$ cat src/rtl/ifetch_unit.sv
// Instruction fetch stage: owns the fetch PC, runs the req/ready handshake to
// instruction memory, and holds one fetched word for the controller.
module ifetch_unit #(
  parameter logic [31:0] RESET_PC = 32'h0000_0000
) (
  input  logic        clk,
  input  logic        reset,
  output logic        imem_req,
  output logic [31:0] imem_addr,
  input  logic        imem_ready,
  input  logic [31:0] imem_rdata,
  input  logic        stall,
  input  logic        redirect,
  input  logic [31:0] redirect_pc,
  output logic [31:0] instr,
  output logic [5:0]  op,
  output logic [5:0]  funct,
  output logic        instr_valid,
  output logic [31:0] pc,
  output logic [31:0] pcplus4
);

  typedef enum logic {ST_FETCH, ST_DRAIN} state_t;

  state_t      r_state, w_state_next;
  logic [31:0] r_fetch_pc, w_fetch_pc_next;
  logic        r_pending, w_pending_next;
  logic [31:0] r_target, w_target_next;
  logic [31:0] r_instr, w_instr_next;
  logic [31:0] r_pc, w_pc_next;
  logic        r_instr_valid, w_instr_valid_next;
  logic        w_req;
  logic        w_consume;
  logic [31:0] w_redirect_aligned;

  assign w_redirect_aligned = redirect_pc & ~32'h3;
  assign w_consume          = r_instr_valid && !stall;

  always_ff @(posedge clk) begin
    if (reset) begin
      r_state <= ST_FETCH;
    end else begin
      r_state <= w_state_next;
    end
  end

  always_comb begin
    w_state_next       = r_state;
    w_fetch_pc_next    = r_fetch_pc;
    w_pending_next     = r_pending;
    w_target_next      = r_target;
    w_instr_next       = r_instr;
    w_pc_next          = r_pc;
    w_instr_valid_next = r_instr_valid;
    w_req              = 1'b0;
    case (r_state)
      ST_FETCH: begin
        // An issued request is never withdrawn, even across a redirect.
        w_req = r_pending || (!redirect && (!r_instr_valid || !stall));
        if (redirect) begin
          w_instr_valid_next = 1'b0;
          if (r_pending && !imem_ready) begin
            w_target_next = w_redirect_aligned;
            w_state_next  = ST_DRAIN;
          end else begin
            w_fetch_pc_next = w_redirect_aligned;
            w_pending_next  = 1'b0;
          end
        end else if (w_req && imem_ready) begin
          w_instr_next       = imem_rdata;
          w_pc_next          = r_fetch_pc;
          w_instr_valid_next = 1'b1;
          w_fetch_pc_next    = r_fetch_pc + 32'd4;
          w_pending_next     = 1'b0;
        end else begin
          if (w_consume) w_instr_valid_next = 1'b0;
          if (w_req)     w_pending_next     = 1'b1;
        end
      end
      ST_DRAIN: begin
        // Finish the wrong-path request, then jump to the latest target.
        w_req              = 1'b1;
        w_instr_valid_next = 1'b0;
        if (redirect) w_target_next = w_redirect_aligned;
        if (imem_ready) begin
          w_fetch_pc_next = redirect ? w_redirect_aligned : r_target;
          w_pending_next  = 1'b0;
          w_state_next    = ST_FETCH;
        end
      end
      default: w_state_next = ST_FETCH;
    endcase
  end

  always_ff @(posedge clk) begin
    if (reset) begin
      r_fetch_pc    <= RESET_PC;
      r_pending     <= 1'b0;
      r_target      <= RESET_PC;
      r_instr       <= 32'h0;
      r_pc          <= RESET_PC;
      r_instr_valid <= 1'b0;
    end else begin
      r_fetch_pc    <= w_fetch_pc_next;
      r_pending     <= w_pending_next;
      r_target      <= w_target_next;
      r_instr       <= w_instr_next;
      r_pc          <= w_pc_next;
      r_instr_valid <= w_instr_valid_next;
    end
  end

  assign imem_req    = w_req && !reset;
  assign imem_addr   = r_fetch_pc;
  assign instr       = r_instr;
  assign op          = r_instr[31:26];
  assign funct       = r_instr[5:0];
  assign instr_valid = r_instr_valid;
  assign pc          = r_pc;
  assign pcplus4     = r_pc + 32'd4;

endmodule

$ cat config.mk
export PLATFORM = sky130hd
export DESIGN_NAME = ifetch_unit
export DESIGN_NICKNAME = d
export VERILOG_FILES = /design/src/rtl/ifetch_unit.sv
export SDC_FILE = /design/constraint.sdc
export NUM_CORES = 1
export LEC_CHECK = 0
export CAP_MARGIN = 20
export CORE_ASPECT_RATIO = 1.4
export CORE_MARGIN = 4
export CORE_UTILIZATION = 50
export CTS_CLUSTER_DIAMETER = 30
export CTS_CLUSTER_SIZE = 24
export DETAILED_ROUTE_END_ITERATION = 7
export PLACE_DENSITY = 0.93
export SYNTH_ARGS = -nofsm -noshare
export SYNTH_HDL_FRONTEND = slang
export SYNTH_SLANG_ARGS = --single-unit
export TNS_END_PERCENT = 10
$ cat constraint.sdc
create_clock -name clk -period 3.9 [get_ports clk]
set_input_delay 0.39 -clock clk [delete_from_list [all_inputs] [get_ports clk]]
set_output_delay 0.39 -clock clk [all_outputs]
set_load 0.05 [all_outputs]
Word-level counts from Yosys, hierarchy flattened
Index checks and enable logic that the tools add are counted.
W data, S select, Z words.

word-level totals
  output and inout port bits = 142
  word-level logic and storage cells = 58
  flip-flop bits (word level) = 131
  input port bits = 69

cells by class
  eq/ne operators = 7
  $add $sub $neg = 2
  bitwise gates (word level) = 2
  reduce and logical (&&, ||, !) cells = 16
  multiplexer cells = 24

operators by type and width
  cell                     number
  $mux W32                 7
  $pmux W32 S2             2
  $add A32 B3 Y32 const B  2
  $mux W1                  11
  $reduce_and A3 Y1        3
  $ne A4 B4 Y1 const B     2
  $pmux W1 S2              4
  $ne A2 B2 Y1 const B     3
  $ne A3 B3 Y1 const B     2
  $logic_and A1 B1 Y1      5
  $logic_not A1 Y1         5
  $logic_or A1 B1 Y1       2
  $not A1 Y1               2
  $reduce_and A2 Y1        1

Depth between registers and ports, before layout
  depth after elaboration = 8
  depth in mapped cells = 7

Worst setup path after synthesis
No wires, ideal clock.

  path type = register to output
  from = register r_pc[9], in the netlist pc[9]
  to = output port pcplus4[26]
  path slack = 0.952 ns
  buffers on the path = 0
  arrival = 2.558 ns
  data required time = 3.510 ns
  cell stages (with the launch flop) = 6
  cells stage by stage = dfxtp_1 -> and4_1 -> nand4_1 -> nor3_2 -> nand4_1 -> xnor2_1

between the ends
  word-level cells in the longest chain between the ends = 1

RTL lines
  item                      RTL line  RTL
  start: declaration        30        logic [31:0] r_pc, w_pc_next;
  start signal: assignment  108       r_pc <= w_pc_next;
  $add A32 B3 Y32           120       assign pcplus4 = r_pc + 32'd4;
  end: declaration          20        output logic [31:0] pcplus4

Every way passes these cells.

Worst setup path after layout
  from = register r_pc[9], in the netlist pc[9]
  to = output port pcplus4[28]

The elaborated chain is that of the path after synthesis.

==> flow_summary.ini <==
[clocking]
cts_resized = 0
cts_buffers = 17
cts_sinks = 131
path_clk_slew_ns = 0.06
worstSkewPairLatency_ns = 0.41
cts_hold_buf = 0
h-tree-depth = 4
clockBufferDepth = 2
cts_setup_buffers = 0
cts_tree = done
cts_root_buf = clkbuf_16

[global_routing]
grt_util_all_layers = 0.245
grt_pass1_wl_mm = 30.1
antenna_found_initial = 0
grt.overflow.total = 0
grt_pass1_vias = 6162
grt_max_degree = 84

[floorplan]
coreArea_um2 = 12500
dieHeight_um = 142
die-area_um2 = 14800
dieWidth_um = 104
rows = 48
initial_utilization = 0.517
io_pins = 211

[routing]
firstDrtPassIters = 5
totalWireLength_mm = 18.8
vias = 6741
vias_per_cell = 5.73
drt_iter0_drc = 543
drc = 0
routedWlPerCell_um = 16.0
drtAntennaViolNets = 0

[sta]
setup_viol = 0
fin_skew_ns = 0.00616
rsz0062_at_grt = no
worstMarginPinSlew_ns = 0.841
finalMaxSlewViolations = 0
fmax_mhz = 295
hold_violations = 0
fin_crit_sh = 0.869
fin_crit_ns = 3.39
tns_ns = 0
max_slew_margin = 0.439

[critical_path]
required_ns = 3.51
timing.rr.start = r_state
cpMaxStageDelayCell = clkdlybuf4s50_1
arrival_ns = 3.00
worst-r2r-cell-count = 5
regToRegSetupSlack_ns = 1.62
path_class = reg -> out
crit_top_cell = nand4_1
crit_family = simple AND/OR/NAND/NOR gates
crit_buf_inv = 1
slowest_delay_ns = 0.86
timing.rr.end = instr[14]
worstSetupEndpointType = output pin
crit_chain = and4_1 > nand4_1 > nor3_2 > nand4_1 > xnor2_1 > clkdlybuf4s50_1
crit_cells = 6
start_kind = register
crit_fanout = 8

[logic_synthesis]
syn-num-nets = 923
yosys.area_share.simple = 0.265
yosys-top-cells-area = dfxtp_1 41%, nand2_1 14%, a21oi_1 10%, xnor2_1 3.5%, o21ai_0 2.8%
synth_top_family_by_area = simple AND/OR/NAND/NOR gates
synth_mux_area_frac = 0.00930
syn-cell-area_um2 = 6460
synthXorXnorAreaFrac = 0.0420
async_reset_ff_frac = 0
synth_adder_area_share = 0.00387
synth_top_area_cell = dfxtp_1
yosysWarnings = 0
synth_top_cell_area_share = 0.406
synth_area_per_cell_um2 = 7.58
synth_compound_area_frac = 0.203
synth_cell_types = 63
ys.flop_type = dfxtp_1
synth-edff-count = 0
postSynthCellCount = 852
ys_seq_area_frac = 0.406
synth_seq_cells = 131

[worst_hold_path]
hold_path_class = reg -> reg
min_from = r_target[8]
min_path_cells = 2
min_to = r_target[8]

[power]
finalPower_uw = 3700
ir_drop_v = 0.000318
p_per_area_nw_per_um2 = 413
leakagePower_uw = 0.00309

[placement]
place_hpwl_mm = 13.0
numPortBuffers = 208
dpl_cell_area_um2 = 8390
gp_congestion = 0.853

[layout]
syn_to_final_growth_pct = 38.8
antenna_cells = 0
fin_nets = 1084
drive_gt1_frac = 0.0595
design_area_um2 = 8970

[flow_run]
maxCapViolations = 0

[run_status]
status = complete, no violations
[layout make-up]
cell class,count,area (µm²)
Sequential cell,131,2620
Multi-Input combinational cell,635,3380
Fill cell,926,3530
Timing Repair Buffer,218,2160
Clock inverter,10,108
Tap cell,150,188
Inverter,10,37.5
Clock buffer,22,464
[power breakdown]
group | internal, µW | switching [µW]
Clock | 968 | 568
Sequential | 1400 | 79.1
Combinational | 249 | 439
Total | 2620 | 1090
[worst max-delay path by stage]
stage	startpoint	end	slack, ns
after CTS	pc[2]	pcplus4[28]	0.46
after floorplan	pc[9]	pcplus4[26]	0.95
after global placement	pc[4]	pcplus4[31]	0.93
final	pc[9]	pcplus4[28]	0.51
after global routing	pc[9]	pcplus4[30]	0.25
after detailed placement	pc[2]	pcplus4[28]	0.90
[per-stage QoR]
step	hold WS (ns)	worst slack, ns	util	instances
2_1_floorplan	0.431	0.952	-	852
3_3_place_gp	0.437	0.930	0.672	1144
3_5_place_dp	0.442	0.897	0.672	1144
4_1_cts	0.450	0.460	0.718	1176
5_1_grt	0.469	0.247	0.718	1176
6_report	0.450	0.512	0.718	1176
[cell usage in the layout (no fill, tap or decap), drive strengths merged, types with 5 or more instances in the layout]
master / netlist / final
a21oi: 132 / 132
a31oi: 5 / 5
nand3: 23 / 23
o22ai: 5 / 5
clkinv: 1 / 6
nor3b: 5 / 5
xor2: 5 / 5
o211ai: 10 / 10
dfxtp: 131 / 131
clkdlybuf4s50: 0 / 206
nor2: 31 / 31
xnor2: 26 / 26
and3: 12 / 12
buf: 36 / 12
nor4: 6 / 6
and4: 6 / 6
inv: 9 / 9
nand4: 19 / 19
o21ai: 37 / 37
mux2i: 6 / 6
nor3: 13 / 13
nand2: 238 / 238
clkbuf: 39 / 22
[flip-flops by register name (all words and copies together), names as in the netlist]
register     flops
instr_valid      1
pc              32
imem_addr       32
r_target        32
r_state          1
instr           32
r_pending        1
[worst reg2reg max path, delay by kind of cell (launching register included)]
family                 cells  cell delay (ns)
buffers and inverters      1             0.28
DFF                        1             0.40
and+or+nand+nor            2             0.66
AOI/OAI and AO/OA          2             0.87
[synthesized netlist by cell type, types with 3 or more instances]
cell      number
o22ai_1        5
nor2b_1        4
clkbuf_8       3
nor3_1         8
and3_1        12
o211ai_1      10
buf_1          4
a211oi_1       4
nand3_1       20
nor2_1        31
and4_1         6
nand2_1      238
a22oi_1        4
buf_6          4
nor4_1         6
dfxtp_1      131
and2_1         3
a21o_1         4
nor3b_1        5
a21oi_1      132
o21ai_0       36
clkbuf_1      36
nand4_1       18
mux2i_1        6
a31oi_1        5
inv_1          9
xnor2_1       26
buf_4         14
buf_2         14
nor3_2         4
o31a_1         3
xor2_1         5
a221oi_1       3
[metal layers]
metal  share of wire  GRT usage
met4           0.034      0.116
met2            0.50      0.431
met3           0.075     0.0640
met5               0          0
met1            0.39      0.277
[logic make-up after synthesis]
kind of cell | after synthesis
DFF | 131
AOI/OAI and AO/OA | 226
and+or+nand+nor | 370
buffers and inverters | 86
muxes | 6
xor gates and xnor gates | 31
adders and majority gates | 2
(Power assumes the default switching activity.)
